## src/rtl/clk_gate_ctrl_if.sv

```systemverilog
// Per-channel handshake bundle between clk_gate_ctrl (master) and the gated
// sub-blocks / clock gating cells (slave).
interface clk_gate_ctrl_if #(
    parameter int NUM_CH = 4
);
    logic [NUM_CH-1:0] busy;
    logic [NUM_CH-1:0] wake_req;
    logic [NUM_CH-1:0] sleep_ack;
    logic [NUM_CH-1:0] sleep_req;
    logic [NUM_CH-1:0] icg_en;
    logic [NUM_CH-1:0] icg_te;
    logic [NUM_CH-1:0] ch_rdy;

    modport master (
        input  busy, wake_req, sleep_ack,
        output sleep_req, icg_en, icg_te, ch_rdy
    );

    modport slave (
        output busy, wake_req, sleep_ack,
        input  sleep_req, icg_en, icg_te, ch_rdy
    );
endinterface

```

## src/rtl/clk_gate_ctrl.sv

```systemverilog
// Multi-channel clock-gating controller: one Moore FSM per channel driving ICG E/TE pins.
// Optional gated-cycle statistics are enabled by defining CLK_GATE_CTRL_STAT_EN.
module clk_gate_ctrl #(
    parameter int NUM_CH   = 4,
    parameter int CW       = 8,
    parameter int IDLE_CYC = 16,
    parameter int WAKE_CYC = 2
) (
    input  logic        clk,
    input  logic        rst_n,
    input  logic        cg_en,
    input  logic        test_mode,
    input  logic [3:0]  cnt_sel,
    output logic [15:0] cnt_val,
    clk_gate_ctrl_if.master cg
);

    typedef enum logic [2:0] {
        ST_RUN,
        ST_IDLE,
        ST_REQ,
        ST_OFF,
        ST_WAKE
    } state_t;

    localparam logic [CW-1:0] IDLE_LD = CW'(IDLE_CYC - 1);
    localparam logic [CW-1:0] WAKE_LD = CW'(WAKE_CYC - 1);

    state_t            state_q [NUM_CH];
    state_t            state_d [NUM_CH];
    logic [CW-1:0]     cnt_q   [NUM_CH];
    logic [CW-1:0]     cnt_d   [NUM_CH];
    logic [NUM_CH-1:0] active;

    // Global disable counts as activity so no channel can start a new sleep.
    assign active = cg.busy | cg.wake_req | {NUM_CH{~cg_en}};

    always_ff @(posedge clk) begin
        if (!rst_n) begin
            for (int i = 0; i < NUM_CH; i++) begin
                state_q[i] <= ST_RUN;
                cnt_q[i]   <= '0;
            end
        end else begin
            for (int i = 0; i < NUM_CH; i++) begin
                state_q[i] <= state_d[i];
                cnt_q[i]   <= cnt_d[i];
            end
        end
    end

    always_comb begin
        for (int i = 0; i < NUM_CH; i++) begin
            state_d[i] = state_q[i];
            cnt_d[i]   = cnt_q[i];
            case (state_q[i])
                ST_RUN: begin
                    if (!active[i]) begin
                        cnt_d[i]   = IDLE_LD;
                        state_d[i] = ST_IDLE;
                    end
                end
                ST_IDLE: begin
                    if (active[i]) begin
                        state_d[i] = ST_RUN;
                    end else if (cnt_q[i] == '0) begin
                        state_d[i] = ST_REQ;
                    end else begin
                        cnt_d[i] = cnt_q[i] - 1'b1;
                    end
                end
                ST_REQ: begin
                    // Activity beats a simultaneous acknowledge.
                    if (active[i]) begin
                        state_d[i] = ST_RUN;
                    end else if (cg.sleep_ack[i]) begin
                        state_d[i] = ST_OFF;
                    end
                end
                ST_OFF: begin
                    // busy is meaningless here: the sub-block has no clock.
                    if (cg.wake_req[i] || !cg_en) begin
                        cnt_d[i]   = WAKE_LD;
                        state_d[i] = ST_WAKE;
                    end
                end
                ST_WAKE: begin
                    if (cnt_q[i] == '0) begin
                        state_d[i] = ST_RUN;
                    end else begin
                        cnt_d[i] = cnt_q[i] - 1'b1;
                    end
                end
                default: begin
                    state_d[i] = ST_RUN;
                end
            endcase
        end
    end

    always_comb begin
        cg.icg_en    = '0;
        cg.sleep_req = '0;
        cg.ch_rdy    = '0;
        for (int i = 0; i < NUM_CH; i++) begin
            cg.icg_en[i]    = (state_q[i] != ST_OFF);
            cg.sleep_req[i] = (state_q[i] == ST_REQ);
            cg.ch_rdy[i]    = (state_q[i] == ST_RUN) || (state_q[i] == ST_IDLE) ||
                              (state_q[i] == ST_REQ);
        end
    end

    assign cg.icg_te = {NUM_CH{test_mode}};

`ifdef CLK_GATE_CTRL_STAT_EN
    logic [15:0] stat_q [NUM_CH];
    logic [15:0] sel_val;
    logic [15:0] cnt_val_q;

    function automatic logic [15:0] sat_inc(input logic [15:0] v);
        return (v == 16'hFFFF) ? v : v + 16'd1;
    endfunction

    always_ff @(posedge clk) begin
        if (!rst_n) begin
            for (int i = 0; i < NUM_CH; i++) begin
                stat_q[i] <= '0;
            end
            cnt_val_q <= '0;
        end else begin
            for (int i = 0; i < NUM_CH; i++) begin
                if (state_q[i] == ST_OFF) begin
                    stat_q[i] <= sat_inc(stat_q[i]);
                end
            end
            cnt_val_q <= sel_val;
        end
    end

    // Selects beyond the implemented channels fall through to zero.
    always_comb begin
        sel_val = '0;
        for (int i = 0; i < NUM_CH; i++) begin
            if (cnt_sel == 4'(i)) begin
                sel_val = stat_q[i];
            end
        end
    end

    assign cnt_val = cnt_val_q;
`else
    logic unused_cnt_sel;
    assign unused_cnt_sel = ^cnt_sel;
    assign cnt_val        = '0;
`endif

endmodule

```

## src/flat_wrapper.sv

```systemverilog
// flat-port wrapper written by rule: the top's interface ports become plain ports
module clk_gate_ctrl_flat 
#(
    parameter int NUM_CH   = 4,
    parameter int CW       = 8,
    parameter int IDLE_CYC = 16,
    parameter int WAKE_CYC = 2
)
  (clk, rst_n, cg_en, test_mode, cnt_sel, cnt_val, cg_busy, cg_wake_req, cg_sleep_ack, cg_sleep_req, cg_icg_en, cg_icg_te, cg_ch_rdy);
  clk_gate_ctrl_if #(.NUM_CH(NUM_CH)) cg_i ();
  input  logic clk;
  input  logic rst_n;
  input  logic cg_en;
  input  logic test_mode;
  input  logic [3:0] cnt_sel;
  output logic [15:0] cnt_val;
  input wire logic [$bits(cg_i.busy)-1:0] cg_busy;
  input wire logic [$bits(cg_i.wake_req)-1:0] cg_wake_req;
  input wire logic [$bits(cg_i.sleep_ack)-1:0] cg_sleep_ack;
  output wire logic [$bits(cg_i.sleep_req)-1:0] cg_sleep_req;
  output wire logic [$bits(cg_i.icg_en)-1:0] cg_icg_en;
  output wire logic [$bits(cg_i.icg_te)-1:0] cg_icg_te;
  output wire logic [$bits(cg_i.ch_rdy)-1:0] cg_ch_rdy;
  assign cg_i.busy = cg_busy;
  assign cg_i.wake_req = cg_wake_req;
  assign cg_i.sleep_ack = cg_sleep_ack;
  assign cg_sleep_req = cg_i.sleep_req;
  assign cg_icg_en = cg_i.icg_en;
  assign cg_icg_te = cg_i.icg_te;
  assign cg_ch_rdy = cg_i.ch_rdy;
  clk_gate_ctrl #(.NUM_CH(NUM_CH), .CW(CW), .IDLE_CYC(IDLE_CYC), .WAKE_CYC(WAKE_CYC)) u_core (.clk(clk), .rst_n(rst_n), .cg_en(cg_en), .test_mode(test_mode), .cnt_sel(cnt_sel), .cnt_val(cnt_val), .cg(cg_i));
endmodule
```

## config.mk

```make
export PLATFORM = sky130hd
export DESIGN_NAME = clk_gate_ctrl_flat
export DESIGN_NICKNAME = d
export VERILOG_FILES = /design/src/rtl/clk_gate_ctrl_if.sv /design/src/rtl/clk_gate_ctrl.sv /design/src/flat_wrapper.sv
export SDC_FILE = /design/constraint.sdc
export NUM_CORES = 1
export LEC_CHECK = 0
export ABC_AREA = 1
export CORE_UTILIZATION = 49
export CTS_CLUSTER_SIZE = 12
export DETAILED_ROUTE_END_ITERATION = 7
export PLACE_DENSITY = 0.84
export SYNTH_ARGS = -nofsm -noshare
export SYNTH_HDL_FRONTEND = slang
export SYNTH_SLANG_ARGS = --single-unit
```

## constraint.sdc

```tcl
create_clock -name clk -period 1.4 [get_ports clk]
set_clock_uncertainty 0.05 [all_clocks]
set_input_delay 0.14 -clock clk [delete_from_list [all_inputs] [get_ports clk]]
set_output_delay 0.14 -clock clk [all_outputs]
set_load 0.02 [all_outputs]
```

==> metrics <==
outcome=complete, but fails checks; violated checks=design-rule violations, negative setup slack; final hold violations=0; core area=between 6000 and 7000 µm²; post-synth top area cell=dfxtp_1; Critical Path Source Type=flip-flop; Worst Hold Launch=test_mode; max cap viols=0; Clock Path Buffers=2; Post-CTS Hold Buffers=0; path depth of the worst reg2reg path=8; Hold WC Path Type=input port to primary output; Post-Syn Instances=between 500 and 600; via count=roughly 4200; CP Data Required Time=1.58 ns; htree depth=2; Worst Hold Path Cells=0; Reg2Reg Setup Slack=-0.11 ns; # DRC=4; GR Util met3=a little under 4%; final worst setup slack=-0.111 ns; Root Buffer=clkbuf_8; first-pass GRT wire length=roughly 15000 µm; FF-to-FF End=u_core.cnt_q[0][0]$_SDFFE_PN0P_; Final Cell Area=about 5000 µm²; proportion of netlist area held by the largest area contributor=26.2%; synth warn=0; vias per cell=around 5.5; total grt overflow=0; initial DRC count=roughly 300; Ports=52; initial antenna violation count=0; Crit Reg-Reg Startpoint=u_core.state_q[0][2]$_SDFFE_PN0P_; GR Util met2=between 40% and 50%; CTS tree=done; clock sink total=44; Clk Latency, worst-skew pair=around 0.31 ns; met1 Use GR=a little over a quarter; clk slew on worst S/H paths=approximately 0.09 ns; synth unique cells=30; Final setup viols=26; commonest non-fill, non-tap cell in the layout=nand2_1; HPWL after DPL=about 6400 µm; DR pass1 iterations=8; register area share after synthesis=about a quarter; most frequent cells in the layout=nand2_1 (128), buf_4 (74), nor2_1 (70); min Tclk post-route=1.51 ns; Post-Route WL=between 10000 and 15000 µm; Hold Crit Endpoint=cg_icg_te[3]; final worst-path cycle share=108%; power per cell area=roughly 1800 nW/µm²; RePlAce Congestion=a little under 0.9; GR peak layer=met2; crit-path max FO=8; PortBufs=26; Hold WS=between 0.2 and 0.25 ns; largest net degree at the start of global routing=16; Tot GR Track Use=24.7%; overall power consumption=9.12 mW; Die X=84.9 µm; Initial Utilization=between 50% and 60%; Finished Layout Cells=around 760; worst path arrival time=about 1.7 ns; CP Class=flip-flop to flip-flop; #FFs+latches synth=44; max-slew violations=0; area grow syn2layout=46.6%; Peak VDD IR=1510 µV; RSZ-0062 raised after global routing=yes; post-synthesis cell area=3370 µm²; post-synthesis average cell area=approximately 5.8 µm²; layout cells sized above 1=between 40% and 50%; CTS buffer count=5; WL per Instance=between 10 and 15 µm; f_max=between 600 and 700 MHz; Inst Count DP=750; top cells by area, synth=dfxtp_1 (26%), nand2_1 (19%), nor2_1 (12%), inv_1 (8.4%), a21oi_1 (5.1%); nets=714; Die H=84.9 µm; antenna viol nets, final=0; Placed Area=around 4200 µm²; n_diodes=0; Lkg Pwr=2.33 nW; Final TNS setup=-1.12 ns; Die ar.=slightly above 7000 µm²; Critical Path End Type=flip-flop; Row Count=29; vias in the first global route=3638
-- power breakdown --
part	switching [mW]	internal, mW	leakage (nW)
Clock	0.475	0.531	0.0552
Sequential	0.375	1.58	0.370
Combinational	3.73	2.43	1.90
-- cell families (layout without fill, tap and decap cells) --
logic type	Yosys count	after routing	synth area share [%]
AO/OA/AOI/OAI	70	70	11.1
XOR/XNOR	5	5	1.30
adder cells (fa/ha/maj)	8	8	2.97
buffers and inverters	107	197	14.7
flip-flops	44	44	26.2
other	1	16	0.111
AND/OR/NAND/NOR	347	347	43.6
-- critical path: stages, from the launching register on --
cell	delay (ns)
dfxtp_4	0.41
inv_2	0.09
nand2_2	0.09
nor2_1	0.07
nor2_4	0.13
nand2_2	0.10
nor2_4	0.25
nand2_1	0.09
a21oi_1	0.16
-- cell usage after synthesis, drive strengths merged --
| master | instances |
|---|---|
| nand2 | 178 |
| nor2 | 120 |
| inv | 78 |
| dfxtp | 44 |
| a21oi | 36 |
| nand3 | 32 |
| o21ai | 32 |
| buf | 25 |
| nand4 | 15 |
| ha | 8 |
| clkbuf | 3 |
| xor2 | 3 |
| o21bai | 2 |
| xnor2 | 2 |
| clkinv | 1 |
| conb | 1 |
| nor3 | 1 |
| or2 | 1 |
-- layer usage --
layer | routed length [µm] | vias up
met2 | 6160 | 214
li1 | - | 1988
met1 | 4160 | 1965
met4 | 368 | 0
met5 | 0 | -
met3 | 656 | 45
-- timing repair --
item	in CTS	in global routing
pin swaps	11	53
endpoints found under the hold margin	0	0
endpoints found under the setup margin	54	52
setup buffers	2	4
gates resized for setup	86	192
-- per-stage QoR --
stage	worst slack, ns	util (%)
after floorplan	0.0159	-
after global placement	-0.374	64.3
after detailed placement	-0.397	64.3
after CTS	0.00163	67.9
after global routing	-0.182	76.0
final	-0.111	76.0
-- state kept, by name, indices dropped and copies added (netlist names) --
name            cells
u_core.state_q     12
u_core.cnt_q       32
-- worst max path at each step --
stage | start | endpoint | slack, ns | cells after the start
after floorplan | u_core.state_q[2][2]$_SDFFE_PN0P_ | u_core.cnt_q[2][7]$_SDFFE_PN0P_ | 0.02 | 9
after global placement | cg_en | u_core.cnt_q[0][1]$_SDFFE_PN0P_ | -0.37 | 9
after detailed placement | cg_en | u_core.state_q[3][1]$_SDFFE_PN0P_ | -0.40 | 9
after CTS | u_core.cnt_q[3][0]$_SDFFE_PN0P_ | u_core.cnt_q[3][0]$_SDFFE_PN0P_ | 0.002 | 9
after global routing | u_core.state_q[0][2]$_SDFFE_PN0P_ | u_core.cnt_q[0][1]$_SDFFE_PN0P_ | -0.18 | 8
final | u_core.state_q[0][2]$_SDFFE_PN0P_ | u_core.cnt_q[0][0]$_SDFFE_PN0P_ | -0.11 | 8
-- area by class of cell --
type / count / area, µm²
tap: 77 / 96.3
multi-input combinational: 446 / 2600
inverter: 79 / 312
clock inverter: 2 / 35.0
clock buffer: 6 / 72.6
timing repair buffer: 110 / 888
sequential: 44 / 930
fill: 420 / 1560
Note: power is estimated with default switching activity, not from simulation.
